`src/rtl/uart_tx_fifo_if.sv`:
```
// Bus between the CSR write port / status readback and the UART transmitter
// holding register, as seen by the TX byte FIFO.
interface uart_tx_fifo_if #(
  parameter int AW = 4
);
  logic          wr_en;
  logic [7:0]    wr_data;
  logic          clr_ovrflw;
  logic          full;
  logic          empty;
  logic [AW:0]   level;
  logic          overflow;
  logic          tx_wr;
  logic [7:0]    tx_wdata;
  logic          tx_tbr_valid;

  modport slave (
    input  wr_en, wr_data, clr_ovrflw, tx_tbr_valid,
    output full, empty, level, overflow, tx_wr, tx_wdata
  );

  modport master (
    output wr_en, wr_data, clr_ovrflw, tx_tbr_valid,
    input  full, empty, level, overflow, tx_wr, tx_wdata
  );
endinterface

```
`src/rtl/uart_tx_fifo.sv`:
```
// Byte FIFO that buffers CSR UART-TX writes and hands them to the transmitter
// holding register one at a time, with registered full/empty/level/overflow status.
//
// state | meaning
// IDLE  | waiting for a queued byte and a free holding register
// SEND  | byte loaded this cycle; wait for the transmitter to show busy
module uart_tx_fifo #(
  parameter int DEPTH = 16,
  parameter int AW    = 4
) (
  input  logic          clk,
  input  logic          rst_n,
  uart_tx_fifo_if.slave bus
);

  localparam int            LW      = AW + 1;
  localparam logic [AW:0]   LVL_MAX = LW'(DEPTH);
  localparam logic [0:0]    ST_IDLE = 1'b0;
  localparam logic [0:0]    ST_SEND = 1'b1;

  logic [7:0]  mem_q [DEPTH];

  logic [AW-1:0] wr_ptr_q, wr_ptr_d;
  logic [AW-1:0] rd_ptr_q, rd_ptr_d;
  logic [AW:0]   level_q, level_d;
  logic          full_q, full_d;
  logic          empty_q, empty_d;
  logic          ovf_q, ovf_d;
  logic          tx_wr_q, tx_wr_d;
  logic [7:0]    tx_wdata_q, tx_wdata_d;
  logic [0:0]    state_q, state_d;

  logic          pop;
  logic          push_ok;
  logic          drop;

  always_comb begin
    pop     = (state_q == ST_IDLE) && (level_q != '0) && !bus.tx_tbr_valid;
    // A push into a full FIFO still fits when a byte leaves on the same edge.
    push_ok = bus.wr_en && (!full_q || pop);
    drop    = bus.wr_en && full_q && !pop;

    wr_ptr_d = push_ok ? wr_ptr_q + 1'b1 : wr_ptr_q;
    rd_ptr_d = pop     ? rd_ptr_q + 1'b1 : rd_ptr_q;

    level_d = level_q;
    case ({push_ok, pop})
      2'b10:   level_d = level_q + 1'b1;
      2'b01:   level_d = level_q - 1'b1;
      default: level_d = level_q;
    endcase

    full_d  = (level_d == LVL_MAX);
    empty_d = (level_d == '0);

    if (drop)
      ovf_d = 1'b1;
    else if (bus.clr_ovrflw)
      ovf_d = 1'b0;
    else
      ovf_d = ovf_q;

    tx_wr_d    = pop;
    tx_wdata_d = pop ? mem_q[rd_ptr_q] : tx_wdata_q;

    state_d = state_q;
    case (state_q)
      ST_IDLE: if (pop)              state_d = ST_SEND;
      ST_SEND: if (bus.tx_tbr_valid) state_d = ST_IDLE;
      default:                       state_d = ST_IDLE;
    endcase
  end

  always_ff @(posedge clk) begin
    if (!rst_n) begin
      wr_ptr_q   <= '0;
      rd_ptr_q   <= '0;
      level_q    <= '0;
      full_q     <= 1'b0;
      empty_q    <= 1'b1;
      ovf_q      <= 1'b0;
      tx_wr_q    <= 1'b0;
      tx_wdata_q <= 8'h00;
      state_q    <= ST_IDLE;
    end else begin
      wr_ptr_q   <= wr_ptr_d;
      rd_ptr_q   <= rd_ptr_d;
      level_q    <= level_d;
      full_q     <= full_d;
      empty_q    <= empty_d;
      ovf_q      <= ovf_d;
      tx_wr_q    <= tx_wr_d;
      tx_wdata_q <= tx_wdata_d;
      state_q    <= state_d;
    end
  end

  // Storage is not reset; pointers and level define what is valid.
  always_ff @(posedge clk) begin
    if (rst_n && push_ok)
      mem_q[wr_ptr_q] <= bus.wr_data;
  end

  assign bus.full     = full_q;
  assign bus.empty    = empty_q;
  assign bus.level    = level_q;
  assign bus.overflow = ovf_q;
  assign bus.tx_wr    = tx_wr_q;
  assign bus.tx_wdata = tx_wdata_q;

endmodule
```
`src/flat_wrapper.sv`:
```
// flat-port wrapper written by rule: the top's interface ports become plain ports
module uart_tx_fifo_flat 
#(
  parameter int DEPTH = 16,
  parameter int AW    = 4
)
  (clk, rst_n, bus_wr_en, bus_wr_data, bus_clr_ovrflw, bus_tx_tbr_valid, bus_full, bus_empty, bus_level, bus_overflow, bus_tx_wr, bus_tx_wdata);
  uart_tx_fifo_if #(.AW(AW)) bus_i ();
  input  logic clk;
  input  logic rst_n;
  input wire logic [$bits(bus_i.wr_en)-1:0] bus_wr_en;
  input wire logic [$bits(bus_i.wr_data)-1:0] bus_wr_data;
  input wire logic [$bits(bus_i.clr_ovrflw)-1:0] bus_clr_ovrflw;
  input wire logic [$bits(bus_i.tx_tbr_valid)-1:0] bus_tx_tbr_valid;
  output wire logic [$bits(bus_i.full)-1:0] bus_full;
  output wire logic [$bits(bus_i.empty)-1:0] bus_empty;
  output wire logic [$bits(bus_i.level)-1:0] bus_level;
  output wire logic [$bits(bus_i.overflow)-1:0] bus_overflow;
  output wire logic [$bits(bus_i.tx_wr)-1:0] bus_tx_wr;
  output wire logic [$bits(bus_i.tx_wdata)-1:0] bus_tx_wdata;
  assign bus_i.wr_en = bus_wr_en;
  assign bus_i.wr_data = bus_wr_data;
  assign bus_i.clr_ovrflw = bus_clr_ovrflw;
  assign bus_i.tx_tbr_valid = bus_tx_tbr_valid;
  assign bus_full = bus_i.full;
  assign bus_empty = bus_i.empty;
  assign bus_level = bus_i.level;
  assign bus_overflow = bus_i.overflow;
  assign bus_tx_wr = bus_i.tx_wr;
  assign bus_tx_wdata = bus_i.tx_wdata;
  uart_tx_fifo #(.DEPTH(DEPTH), .AW(AW)) u_core (.clk(clk), .rst_n(rst_n), .bus(bus_i));
endmodule
```
`config.mk`:
```
export PLATFORM = sky130hd
export DESIGN_NAME = uart_tx_fifo_flat
export DESIGN_NICKNAME = d
export VERILOG_FILES = /design/src/rtl/uart_tx_fifo_if.sv /design/src/rtl/uart_tx_fifo.sv /design/src/flat_wrapper.sv
export SDC_FILE = /design/constraint.sdc
export NUM_CORES = 1
export LEC_CHECK = 0
export CORE_MARGIN = 1
export CORE_UTILIZATION = 45
export DETAILED_ROUTE_END_ITERATION = 10
export PLACE_DENSITY = 0.72
export SLEW_MARGIN = 20
export SYNTH_ARGS = -nofsm -noshare
export SYNTH_HDL_FRONTEND = slang
export SYNTH_SLANG_ARGS = --single-unit
```
`constraint.sdc`:
```
create_clock -name clk -period 3.65 [get_ports clk]
set_input_delay 1.095 -clock clk [delete_from_list [all_inputs] [get_ports clk]]
set_output_delay 1.095 -clock clk [all_outputs]
set_load 0.02 [all_outputs]
```
Word level (Yosys, flattened, before mapping)
Memory sizes are Yosys's and may differ from the RTL's. A register that Yosys moved wholly into a read port is not among the register bits.
Cells that the tools add are included.
{"block": "classes", "addsub": 4, "eq_ne": 3, "n_mux": 8, "bitwise": 1, "reduce_logical": 14}
{"op": "$pmux W5 S2", "n": 1}
{"op": "$add A4 B1 Y4 const B", "n": 2}
{"op": "$logic_and A1 B1 Y1", "n": 6}
{"op": "$mux W1", "n": 6}
{"op": "$add A5 B1 Y5 const B", "n": 1}
{"op": "$eq A5 B5 Y1 const B", "n": 1}
{"op": "$logic_not A5 Y1", "n": 1}
{"op": "$reduce_bool A5 Y1", "n": 1}
{"op": "$sub A5 B1 Y5 const B", "n": 1}
{"op": "$logic_not A1 Y1", "n": 4}
{"op": "$eq A2 B1 Y1 const B", "n": 1}
{"op": "$eq A2 B2 Y1 const B", "n": 1}
{"op": "$pmux W1 S2", "n": 1}
{"op": "$reduce_bool A2 Y1", "n": 1}
{"op": "$logic_or A1 B1 Y1", "n": 1}
{"op": "$not A1 Y1", "n": 1}
{"block": "totals", "register_bits": 18, "ramBits": 128, "inputBits": 13, "out_inout_bits": 17, "word_cells": 39, "n_memories": 1}
{"memory": "u_core.mem_q", "depth": 16, "width": 8, "rd": 1, "rd_clocked_by_memory_dff": 1, "write_ports": 1, "line_no": "uart_tx_fifo.sv:21", "source": "logic [7:0] mem_q [DEPTH];"}

Logic depth before layout (Yosys ltp)
{"block": "depth", "depth_word": 8, "ltp_mapped": 10, "depth_no_buf": 8}

Least setup slack after synthesis
Ideal clock, no wire load.
{"block": "synth_path", "kind": "input-to-reg", "start": "in bus_tx_tbr_valid", "end": "reg u_core.level_q[4], in the netlist u_core.bus.level[4]", "setup_ps": 123, "arrival_ps": 2963, "required_ps": 3527, "setup_slack_ps": 563, "path_stages": 8, "path_buffers": 0, "cell_sequence": "o21ai_1 -> o211ai_4 -> ha_1 -> ha_1 -> nand3_1 -> and4b_1 -> o211a_1 -> or2_2"}
{"block": "synth_via", "elab_chain_cells": 6, "elab_cells_between_ends": 7, "cone_classes": "eq/ne: 2; mux: 1; reduce/logical: 4"}
{"element": "start, declared", "line_no": "flat_wrapper.sv:14", "source": "input wire logic [$bits(bus_i.tx_tbr_valid)-1:0] bus_tx_tbr_valid;"}
{"element": "$logic_not A1 Y1 (*)", "line_no": "uart_tx_fifo.sv:38", "source": "pop = (state_q == ST_IDLE) && (level_q != '0) && !bus.tx_tbr_valid;"}
{"element": "$logic_and A1 B1 Y1 (*)", "line_no": "uart_tx_fifo.sv:38"}
{"element": "$logic_or A1 B1 Y1", "line_no": "uart_tx_fifo.sv:40", "source": "push_ok = bus.wr_en && (!full_q || pop);"}
{"element": "$logic_and A1 B1 Y1", "line_no": "uart_tx_fifo.sv:40"}
{"element": "$eq A2 B1 Y1 or $eq A2 B2 Y1 (tied branches)", "line_no": "uart_tx_fifo.sv:47", "source": "case ({push_ok, pop})"}
{"element": "$pmux W5 S2 (*)", "line_no": "uart_tx_fifo.sv:47"}
{"element": "end signal, assigned", "line_no": "uart_tx_fifo.sv:88", "source": "level_q <= level_d;"}
{"element": "end, declared", "line_no": "uart_tx_fifo.sv:25", "source": "logic [AW:0] level_q, level_d;"}
Every way passes the cells marked *; elsewhere a longest branch is shown, timed or not.
A chain may end at the register's enable or synchronous reset.

Worst setup path after layout
{"block": "layout_path", "start": "in bus_tx_tbr_valid", "end": "reg u_core.empty_q, in the netlist u_core.bus.empty"}
{"block": "layout_via", "elab_chain_cells": 7, "elab_cells_between_ends": 8, "cone_classes": "eq/ne: 2; mux: 1; reduce/logical: 5"}
{"element": "$logic_not A1 Y1 (*)", "line_no": "uart_tx_fifo.sv:38"}
{"element": "$logic_and A1 B1 Y1 (*)", "line_no": "uart_tx_fifo.sv:38"}
{"element": "$logic_or A1 B1 Y1", "line_no": "uart_tx_fifo.sv:40"}
{"element": "$logic_and A1 B1 Y1", "line_no": "uart_tx_fifo.sv:40"}
{"element": "$eq A2 B1 Y1 or $eq A2 B2 Y1 (tied branches)", "line_no": "uart_tx_fifo.sv:47"}
{"element": "$pmux W5 S2 (*)", "line_no": "uart_tx_fifo.sv:47"}
{"element": "$logic_not A5 Y1 (*)", "line_no": "uart_tx_fifo.sv:54", "source": "empty_d = (level_d == '0);"}
{"element": "end signal, assigned", "line_no": "uart_tx_fifo.sv:90", "source": "empty_q <= empty_d;"}
{"element": "end, declared", "line_no": "uart_tx_fifo.sv:27", "source": "logic empty_q, empty_d;"}
Marks and branches as above.

==> out/metrics.cfg <==
[run_status]
status = finished, final reports clean

[clocking]
clock_latency_ps = 410
clockBufferDepth = 2
cts_tree = done
post_cts.repair.setup_buffers = 0
cts_hold_buf = 0
ctsResizeCount = 0
htree_levels = 4
cts_sinks = 154
clockRootBuffer = clkbuf_16
cts_buffers = 17
clk_pin_slew_ps = 60

[setup_path]
crit_chain = clkdlybuf4s50_1 > o21ai_1 > o211ai_4 > ha_1 > ha_1 > nand3_1 > a21boi_0 > o211ai_1 > a311oi_1
max_stage_delay_ps = 450
rr_startpoint = u_core.bus.level[0]$_SDFF_PN0_
r2r-end = u_core.bus.empty$_SDFF_PN1_
reg2reg_depth = 8
crit_top_cell = ha_1
cp-start-kind = primary input
critPathKind = in2reg
crit_path_end_kind = flip-flop
r2r_setup_slack_ps = 740
critPathMaxFanout = 6
critPathArrivalTime_ps = 3550
crit_slowest_cell = clkdlybuf4s50_1
critPathRequiredTime_ps = 3960

[logic_synthesis]
synthTopCellsByCount = 128 x edfxtp_1, 68 x mux2i_1, 32 x o22ai_1
synth_top_area_share = 0.618
synth_enable_flop_cells = 128
synth_area_leaders = edfxtp_1 62%, mux2i_1 11%, dfxtp_1 8.4%
synthMuxAreaShare = 0.110
syn_area_um2 = 6210
synth.distinct_cells = 42
synth_top_family_by_area = multiplexers
synth_compound_area_frac = 0.0777
synth_xor_area_frac = 0.00987
yosysMostFrequentCell = edfxtp_1
synth_nets = 425
ys.flop_type = edfxtp_1
synth_seq_cells = 154
syn-instance-count = 402
post_synth_and_or_nand_nor_area_fraction = 0.0584
synth_top_area_cell = edfxtp_1
synthAdderAreaFrac = 0.0213
avgSynthCellArea_um2 = 15.5
seq_area_frac_synth = 0.702
yosys_warnings = 0
ys_async_sr_fraction = 0

[pwr]
switching_share = 0.282
peakVddDrop_mv = 0.306
fin_total_pwr_uw = 4500
p_leak_uw = 0.00234
p_int_uw = 3240
p_sw_uw = 1270
p_per_area_nw_per_um2 = 615
clkPwrFrac = 0.346
seqPwrFrac = 0.467
p_comb_frac = 0.187

[floorplan]
die_h_um = 120
design.die.area_um2 = 14300
core_um2 = 13300
io-pin-count = 30
initial_utilization = 0.466
rows = 42
die-width_um = 120

[routing]
via_per_inst = 5.60
drtIter0Drc = 295
drtPass1Iterations = 5
drcViolationCount = 0
drtAntennaViolNets = 0
vias = 3596
wl_per_cell_um = 19.8
wirelength_um = 12700

[layout]
layout.area.seq_um2 = 4370
fin_util = 0.549
final_area_um2 = 7330
drive_gt1_frac = 0.137
syn_to_final_growth_pct = 17.9
nNetsFinal = 476
n_antenna_cell = 0
nFillCells = 1073
multi_input_area_um2 = 1720

[global_route]
grt-ovfl-total = 0
antenna_found_initial = 0
grt_max_degree = 43
track_usage = 0.190
grt_pass1_wl_um = 19900
grt_pass1_vias = 3552

[min_path]
hold_depth = 2
hold_end = u_core.bus.overflow$_SDFFE_PN0P_
hold_path_class = reg2reg
min_from = u_core.bus.overflow$_SDFFE_PN0P_

[sta]
slew_violations = 0
setup_tns_ps = 0
clock_skew_ps = 6.47
tightestPinTransition_ps = 755
fin_crit_ps = 3240
finalCritPeriodShare = 0.888
finalHoldViolations = 0
grt_setup_unrepaired = no
fmax_mhz = 309
fin_ws_ps = 410
setup_violations = 0
relSlewSlack = 0.497

[place]
placed_area_um2 = 6800
place_ws_ps = 54.9
portBuffers = 29
gp_congestion = 0.801
hpwl_um = 8370

[flow_run]
max_cap_violations = 0

[state kept, by name (all words and copies together) (netlist names)]
register             flops
u_core.mem_q           128
u_core.bus.tx_wdata      8
u_core.bus.level         5
u_core.rd_ptr_q          4
u_core.wr_ptr_q          4
u_core.bus.empty         1
u_core.bus.full          1
u_core.bus.overflow      1
u_core.bus.tx_wr         1
u_core.state_q           1
[kinds of logic after synthesis]
kind of cell / count (synthesis)
AOI/OAI and AO/OA: 69
xor gates and xnor gates: 7
adders and majority gates: 10
buffers and inverters: 27
DFF: 154
muxes: 68
and+or+nand+nor: 67
[worst max path at each step]
stage                                start                             end  slack, ps  depth (start not counted)
final                     bus_tx_tbr_valid     u_core.bus.empty$_SDFF_PN1_        410                          9
after global routing      bus_tx_tbr_valid     u_core.bus.empty$_SDFF_PN1_        270                          9
after CTS                 bus_tx_tbr_valid     u_core.bus.empty$_SDFF_PN1_        450                          9
after detailed placement  bus_tx_tbr_valid     u_core.bus.empty$_SDFF_PN1_         50                          9
after global placement    bus_tx_tbr_valid  u_core.bus.level[4]$_SDFF_PN0_        160                          9
after floorplan           bus_tx_tbr_valid  u_core.bus.level[4]$_SDFF_PN0_        560                          8
[worst max-delay path, delay by kind of cell]
family / cells / cell delay (ps)
buffers and inverters: 1 / 450
adder cells (fa/ha/maj): 2 / 670
AO/OA/AOI/OAI: 5 / 1220
AND/OR/NAND/NOR: 1 / 110
[placed cells by master (no fill, tap or decap), types with 2 or more instances in the layout]
cell and instances:
xnor2_1 2, or3b_2 3, mux2i_1 68, clkinvlp_4 3, nand2_1 2, o21ai_0 9, clkbuf_1 2, dfxtp_1 25
clkdlybuf4s50_1 29, clkbuf_16 17, inv_6 3, or3_1 3, ha_1 9, clkinv_2 2, nand3_1 5, a21oi_1 12
nor4_1 9, o211ai_1 3, and2_1 2, clkinv_4 2, xor2_1 5, nand3b_1 6, o211ai_2 3, nand2b_1 2
clkinv_1 2, inv_1 6, nor3_1 3, edfxtp_1 128, o22ai_1 32, buf_4 24, nor2_1 27
[layer usage]
| metal | global-route usage | routed length (µm) |
|---|---|---|
| met5 | 0 | 0 |
| met4 | 0.0758 | 201 |
| met3 | 0.0352 | 643 |
| met2 | 0.316 | 6370 |
| met1 | 0.247 | 5490 |
[power groups by stage]
stage / clock network (µW) / registers (µW) / logic, µW
2_1_floorplan: 0 / 2200 / 477
4_1_cts: 1580 / 2100 / 844
3_5_place_dp: 0 / 2130 / 842
5_1_grt: 1660 / 2120 / 905
3_3_place_gp: 0 / 2130 / 821
6_report: 1560 / 2100 / 842
[final cells by class]
cell class	instances	share of cell area
Sequential cell	154	0.596
Timing Repair Buffer	53	0.0642
Clock buffer	19	0.0591
Tap cell	176	0.0300
Clock inverter	13	0.0130
Inverter	6	0.00307
Multi-Input combinational cell	221	0.235
[per-stage QoR]
step	cells	hold slack, ps
2_1_floorplan	402	487
3_3_place_gp	610	456
3_5_place_dp	610	465
4_1_cts	642	474
5_1_grt	642	520
6_report	642	465
(Power assumes the default switching activity.)
